<file path="src/rtl/ff64_bank_arb_pkg.sv">
// Shared defaults, width helper and FSM encoding for the arbitrated 64-bit bank.
package ff64_bank_arb_pkg;

    localparam int N_REQ_DEF   = 4;
    localparam int N_WORDS_DEF = 16;
    localparam int WORD_W      = 64;

    // Index width for n items; never below 1 so single-entry configs still get a port bit.
    function automatic int idx_w(input int n);
        return (n > 1) ? $clog2(n) : 1;
    endfunction

    typedef enum logic [1:0] {
        ST_RUN   = 2'd0,
        ST_FLUSH = 2'd1,
        ST_CLEAR = 2'd2
    } arb_state_t;

endpackage

</file>
<file path="src/rtl/ff64_rr_arb.sv">
// Round-robin one-hot picker: first eligible requester at or after ptr, wrapping.
module ff64_rr_arb #(
    parameter int N_REQ = 4,
    parameter int PTR_W = 2
) (
    input  logic [N_REQ-1:0] req,
    input  logic [N_REQ-1:0] mask,
    input  logic [PTR_W-1:0] ptr,
    output logic [N_REQ-1:0] grant
);

    logic [N_REQ-1:0]   elig_rot;
    logic [N_REQ-1:0]   pick_rot;
    logic [2*N_REQ-1:0] pick_dbl;
    logic               found;

    // Rotate so ptr lands at bit 0, take the lowest set bit, rotate back.
    always_comb begin
        elig_rot = N_REQ'({2{req & ~mask}} >> ptr);
        pick_rot = '0;
        found    = 1'b0;
        for (int i = 0; i < N_REQ; i++) begin
            if (!found && elig_rot[i]) begin
                pick_rot[i] = 1'b1;
                found       = 1'b1;
            end
        end
        pick_dbl = {{N_REQ{1'b0}}, pick_rot} << ptr;
        grant    = pick_dbl[N_REQ-1:0] | pick_dbl[2*N_REQ-1:N_REQ];
    end

endmodule

</file>
<file path="src/rtl/ff64_bank_arb.sv">
// Multi-requester write arbiter in front of a bank of 64-bit words with valid
// tracking and a sequenced bank clear.
//
// state    | meaning
// ---------+------------------------------------------------------------
// ST_RUN   | arbitrating writes; clear moves to ST_FLUSH
// ST_FLUSH | one cycle for the last grant's ack to drain; no grants
// ST_CLEAR | zero every word and valid bit; no grants; back to ST_RUN
module ff64_bank_arb
    import ff64_bank_arb_pkg::*;
#(
    parameter int  N_REQ   = N_REQ_DEF,
    parameter int  N_WORDS = N_WORDS_DEF,
    localparam int ADDR_W  = idx_w(N_WORDS)
) (
    input  logic                    CLK,
    input  logic                    rst_n,
    input  logic [N_REQ-1:0]        req_wr,
    input  logic [N_REQ*ADDR_W-1:0] req_addr,
    input  logic [N_REQ*WORD_W-1:0] req_data,
    output logic [N_REQ-1:0]        req_ack,
    input  logic                    clear,
    output logic                    busy,
    input  logic [ADDR_W-1:0]       rd_addr,
    output logic [WORD_W-1:0]       rd_data,
    output logic                    rd_valid,
    output logic                    all_valid
);

    localparam int PTR_W = idx_w(N_REQ);

    arb_state_t         state_q;
    arb_state_t         state_d;
    logic [PTR_W-1:0]   ptr_q;
    logic [PTR_W-1:0]   ptr_d;
    logic [N_REQ-1:0]   arb_grant;
    logic [N_REQ-1:0]   grant;
    logic [N_REQ-1:0]   ack_q;
    logic               bank_clr;
    logic               wr_en;
    logic [ADDR_W-1:0]  wr_addr;
    logic [WORD_W-1:0]  wr_data;
    logic [WORD_W-1:0]  bank_q [N_WORDS];
    logic [N_WORDS-1:0] valid_q;

    // Requesters currently being acked are masked so a still-high request is not granted twice.
    ff64_rr_arb #(
        .N_REQ (N_REQ),
        .PTR_W (PTR_W)
    ) u_rr_arb (
        .req   (req_wr),
        .mask  (ack_q),
        .ptr   (ptr_q),
        .grant (arb_grant)
    );

    always_comb begin
        state_d  = state_q;
        grant    = '0;
        bank_clr = 1'b0;
        busy     = 1'b0;
        case (state_q)
            ST_RUN: begin
                grant = arb_grant;
                if (clear) begin
                    state_d = ST_FLUSH;
                end
            end
            ST_FLUSH: begin
                busy    = 1'b1;
                state_d = ST_CLEAR;
            end
            ST_CLEAR: begin
                busy     = 1'b1;
                bank_clr = 1'b1;
                state_d  = ST_RUN;
            end
            default: begin
                state_d = ST_RUN;
            end
        endcase
    end

    always_comb begin
        wr_en   = 1'b0;
        wr_addr = '0;
        wr_data = '0;
        ptr_d   = ptr_q;
        for (int i = 0; i < N_REQ; i++) begin
            if (grant[i]) begin
                wr_en   = (int'(req_addr[i*ADDR_W +: ADDR_W]) < N_WORDS);
                wr_addr = req_addr[i*ADDR_W +: ADDR_W];
                wr_data = req_data[i*WORD_W +: WORD_W];
                ptr_d   = (i == N_REQ - 1) ? '0 : PTR_W'(i + 1);
            end
        end
    end

    always_ff @(posedge CLK) begin
        if (!rst_n) begin
            state_q <= ST_RUN;
            ptr_q   <= '0;
            ack_q   <= '0;
        end else begin
            state_q <= state_d;
            ptr_q   <= ptr_d;
            ack_q   <= grant;
        end
    end

    for (genvar w = 0; w < N_WORDS; w++) begin : g_word
        logic [WORD_W-1:0] word_q;
        logic              vld_q;

        always_ff @(posedge CLK) begin
            if (!rst_n || bank_clr) begin
                word_q <= '0;
                vld_q  <= 1'b0;
            end else if (wr_en && (wr_addr == ADDR_W'(w))) begin
                word_q <= wr_data;
                vld_q  <= 1'b1;
            end
        end

        assign bank_q[w]  = word_q;
        assign valid_q[w] = vld_q;
    end

    always_comb begin
        rd_data  = '0;
        rd_valid = 1'b0;
        if (int'(rd_addr) < N_WORDS) begin
            rd_data  = bank_q[rd_addr];
            rd_valid = valid_q[rd_addr];
        end
    end

    assign all_valid = &valid_q;
    assign req_ack   = ack_q;

endmodule

</file>
<file path="config.mk">
export PLATFORM = sky130hd
export DESIGN_NAME = ff64_bank_arb
export DESIGN_NICKNAME = d
export VERILOG_FILES = /design/src/rtl/ff64_bank_arb_pkg.sv /design/src/rtl/ff64_rr_arb.sv /design/src/rtl/ff64_bank_arb.sv
export SDC_FILE = /design/constraint.sdc
export NUM_CORES = 2
export LEC_CHECK = 0
export ABC_CLOCK_PERIOD_IN_PS = 3200
export CORE_MARGIN = 5
export CORE_UTILIZATION = 35
export CTS_CLUSTER_SIZE = 10
export DETAILED_ROUTE_END_ITERATION = 8
export PLACE_DENSITY = 0.59
export REMOVE_ABC_BUFFERS = 1
export SYNTH_ARGS = -nofsm -noshare
export SYNTH_HDL_FRONTEND = slang
export SYNTH_SLANG_ARGS = --single-unit
</file>
<file path="constraint.sdc">
create_clock -name CLK -period 3.2 [get_ports CLK]
set_clock_uncertainty 0.05 [all_clocks]
set_input_delay 0.48 -clock CLK [delete_from_list [all_inputs] [get_ports CLK]]
set_output_delay 0.48 -clock CLK [all_outputs]
set_load 0.01 [all_outputs]
</file>
### Word level (Yosys, flattened, before mapping)

Index checks and enable logic that the tools add are counted.

| operators by class | value |
|---|---|
| add/sub/neg operators | 0 |
| $mul | 0 |
| div/mod/pow operators | 0 |
| order comparisons | 2 |
| equality and inequality tests | 18 |
| shift operators | 2 |
| mux-type cells | 31 |
| bitwise gates (word level) | 5 |
| reduce and logical (&&, ||, !) cells | 30 |

Operators with widths:

| kind | number |
|---|---|
| 2-to-1 mux 64 bit | 6 |
| binary-select mux 64 bit (select 4 bit) | 1 |
| == test 4 bit (second input constant) | 8 |
| 2-to-1 mux 4 bit | 5 |
| logical AND 1 bit | 19 |
| == test 4 x 3 -> 1 bit (second input constant) | 4 |
| AND reduction 16 bit | 1 |
| 2-to-1 mux 1 bit | 13 |
| == test 4 x 2 -> 1 bit (second input constant) | 2 |
| 2-to-1 mux 2 bit | 4 |
| << shifter 4 x 2 -> 8 bit | 1 |
| >> shifter 8 x 2 -> 4 bit | 1 |
| >= comparator 5 bit (second input constant) | 1 |
| less-than comparator 4 x 5 -> 1 bit (second input constant) | 1 |
| NOT 4 -> 5 bit | 1 |
| AND 4 bit | 1 |
| binary-select mux 1 bit (select 4 bit) | 1 |
| == test 4 x 1 -> 1 bit (second input constant) | 1 |
| logical NOT 1 bit | 4 |
| logical NOT 4 bit | 1 |
| NOT 4 bit | 1 |
| OR 4 bit | 1 |
| case mux 2 bit (2 select lines) | 1 |
| OR reduction 2 bit | 2 |
| other kinds (7) | 7 |

| word-level totals | value |
|---|---|
| register bits | 1048 |
| bits in latches | 0 |
| RAM bits | 0 |
| bits in read-only memories | 0 |
| output and inout port bits | 71 |
| word-level logic and storage cells | 123 |
| memories kept | 0 |

### Longest topological paths before layout

| logic depth | value |
|---|---|
| depth after elaboration | 22 |
| depth in mapped cells | 13 |
| depth with buffers taken out | 9 |

### By module

Synthesis repeated with hierarchy kept, for this count alone.

| second synthesis, totals | value |
|---|---|
| cells, all modules | 4327 |
| area, all modules | 46867.4 sq um |

Modules (own cells, without submodules):

| module | instances | cells an instance | area an instance (sq um) | sequential area each (sq um) |
|---|---|---|---|---|
| ff64_bank_arb | 1 | 4307 | 46717.3 | 20980.1 |
| ff64_rr_arb | 1 | 20 | 150.1 | 0.0 |

### Worst setup path after synthesis

OpenSTA, ideal clock, no wires.

| timing path | value |
|---|---|
| kind | input-to-output |
| start | in rd_addr[0] |
| end | out rd_data[32] |
| arrival | 2753 ps |
| setup slack | -83 ps |
| stages on the path | 5 |
| path through | clkbuf_1 > buf_1 > buf_1 > mux4_2 > mux4_2 |

| between the ends | value |
|---|---|
| word-level cells in the longest chain between the ends | 4 |

Ends and longest elaborated chain:

| element | RTL line | RTL |
|---|---|---|
| from (decl) | ff64_bank_arb.sv:24 | `input logic [ADDR_W-1:0] rd_addr,` |
| NOT 4 -> 5 bit (implied by the code) | ff64_bank_arb.sv:133 | `rd_data = bank_q[rd_addr];` |
| binary-select mux 64 bit (select 4 bit) | ff64_bank_arb.sv:133 |  |
| 2-to-1 mux 64 bit (implied by the code) (2 in a row) | ff64_bank_arb.sv:133 |  |
| to (decl) | ff64_bank_arb.sv:25 | `output logic [WORD_W-1:0] rd_data,` |

No other way between the ends. The select of a mux whose other input is x is not followed.

### Final worst setup path

| timing path | value |
|---|---|
| start | in rd_addr[0] |
| end | out rd_data[41] |

Same word-level chain as after synthesis.

==> reports/qor.csv <==
metric,value,unit
status,"finished, final reports clean",
io_buffers,353,
synthCells,4164,
rows,134,
ant_nets,0,
core-area,133000,sq um
slew_headroom,62.3,%
powerDensity,601,nW/um^2
synth_area_per_cell,11.2,sq um
clockBufferDepth,3,
grt_pass1_wl,202000,um
startpoint_type,primary input,
ir_drop,0.503,mV
grt_pass1_vias,33200,
crit_chain,buf_12 > buf_16 > buf_16 > mux4_2 > mux4_2 > clkdlybuf4s50_1,
period_share,99.2,%
grt_max_degree,118,
hold_buffers,0,
final_common_cell,nand2_1,
htree_levels,3,
slowest_delay,0.54,ns
cp_max_fo,17,
path_clk_slew,0.05,ns
worstPathRequired,2.67,ns
netlist_area,46600,sq um
max_freq,0.315,GHz
worst_pin_slew,0.566,ns
hold_path_class,reg -> reg,
area_delta_synth_final,25.8,%
utilization,44.1,%
yosysWarnings,0,
ios,354,
critical_path.top_delay_family,multiplexers,
cts_buffers,117,
cp_slowest_cell,mux4_2,
vias_per_cell,5.17,
report.final.slew_viol_count,0,
antenna_found_initial,4,
initial_core_util,35.1,%
drive_gt1_share,17.7,%
synth_flop_cell,dfxtp_1,
yosys_register_bits,1048,
clk_latency,0.70,ns
cts.sinks,1048,
leakagePower,24.6,nW
synth-seq-area-share,45.0,%
cts-root-buf,clkbuf_16,
overflow,0,
synth_area_leaders,"dfxtp_1 45%, mux2i_1 22%, mux4_2 16%",
critPathBufInv,4,
setup_viol,0,
cts_tree,yes,
routed_wl,133000,um
place.gp.congestion,0.762,
dp_hpwl,87300,um
die-area,141000,sq um
route.detailed.drc,0,
finalHoldViolations,0,
synth_top_area_share,45.0,%
fin_total_pwr,35.2,mW
first_pass_iters,9,
yosysTopAreaCell,dfxtp_1,
die_w,375,um
yosysUniqueCellTypes,50,
arrival,2.64,ns
groute.usage.overall,18.1,%
min_period,3.17,ns
synthArstFlopShare,0,%
vias,32800,
max-cap-violations,0,
die_y,375,um
worstSetupPathType,in -> out,
antenna_cells,0,
post_drt_wl_per_cell,20.9,um
layout_common_cells,"1095 x nand2_1, 1047 x dfxtp_1, 1026 x mux2i_1",
fillers,12200,
endpoint_kind,primary output,
synth_edf_count,0,
drt_iter0_drc,2378,
layout.nets,4840,
-- final timing paths --
check                        startpoint                     to  slack [ns]  cells after the start
hold reg to reg   g_word[11].word_q[27]  g_word[11].word_q[27]        0.40                      2
hold / removal    g_word[11].word_q[27]  g_word[11].word_q[27]        0.40                      2
setup reg to reg             req_ack[0]  g_word[14].word_q[42]        0.11                     13
setup / recovery             rd_addr[0]            rd_data[41]        0.03                      6
-- stage by stage --
step / cells / hold WS [ns] / setup slack, ns / TNS, ns / instance area, sq um
4_1_cts: 6332 / 0.404 / -0.0482 / -0.404 / 58400
6_report: 6346 / 0.402 / 0.0256 / 0 / 58600
3_3_place_gp: 6184 / 0.389 / -0.558 / -392.69 / 55100
5_1_grt: 6346 / 0.419 / -0.00120 / -0.00120 / 58600
3_5_place_dp: 6184 / 0.394 / -0.574 / -388.72 / 55100
2_1_floorplan: 3756 / 0.382 / -31.46 / - / 44700
-- Yosys cell counts (3+ instances only) --
cell      instances
mux2i_1        1026
o21a_1            7
nand4_1           6
or3_1             6
buf_1            30
a222oi_1         64
buf_4            15
buf_6            33
a31oi_1           5
and2_1            5
a32o_1            3
clkbuf_1        251
o21ai_0           8
nand4b_1          3
dfxtp_1        1048
ha_1              4
buf_2            79
inv_1            13
nand3_1           3
nor3_1            8
nand2_1        1095
a21o_1           64
a21oi_1          14
nand2b_1          6
mux4_2          325
nand3b_1          3
nor2b_1           7
and3_1            4
-- cells by family after synthesis --
logic type / after synthesis / synth area share, %
buf+inv: 421 / 4.25
flops: 1048 / 45.0
compound gates: 184 / 3.24
mux: 1351 / 37.7
fa+ha+maj: 4 / 0.107
simple gates: 1156 / 9.67
-- report_power, final --
| part | leakage, nW | switching (mW) | internal [mW] |
|---|---|---|---|
| logic | 14.6 | 4.85 | 4.29 |
| registers | 8.45 | 0.398 | 13.9 |
| clock network | 1.57 | 5.09 | 6.74 |
| total | 24.6 | 10.3 | 24.9 |
-- registers in the layout (all words and copies together) (netlist names) --
signal	cells
state_q	2
req_ack	4
g_word.word_q	1024
g_word.vld_q	16
ptr_q	2
-- worst reg2reg max path, cell delays in order (launching register included) --
cell and delay (ns):
dfxtp_2 0.36, nor2b_1 0.08, buf_4 0.14, or2_2 0.31, a211o_1 0.38, a32o_1 0.29
buf_4 0.15, o21ai_1 0.23, buf_4 0.18, buf_4 0.11, nand4bb_4 0.12, buf_12 0.17
buf_12 0.17, mux2i_1 0.21
-- metal layers --
layer	vias to the layer above	global-route usage (%)	wire length, um
li1	15500	-	-
met1	16500	24.8	60800
met5	-	0	0
met3	144	2.43	5360
met2	669	30.7	64200
met4	0	3.97	2440
-- layout make-up --
type	instances	area, sq um	area share, %
tap	1768	2210	3.77
timing repair buffer	678	8420	14.4
multi-input combinational	2695	23800	40.5
sequential	1048	21000	35.8
clock inverter	7	134	0.228
clock buffer	137	3080	5.24
inverter	13	48.8	0.0832
-- repair_timing --
action,4_1_cts,5_1_grt
setup endpoints to repair,60,128
gates resized for setup,28,17
buffers inserted,2,8
cloned,2,6
(Power assumes the default switching activity.)
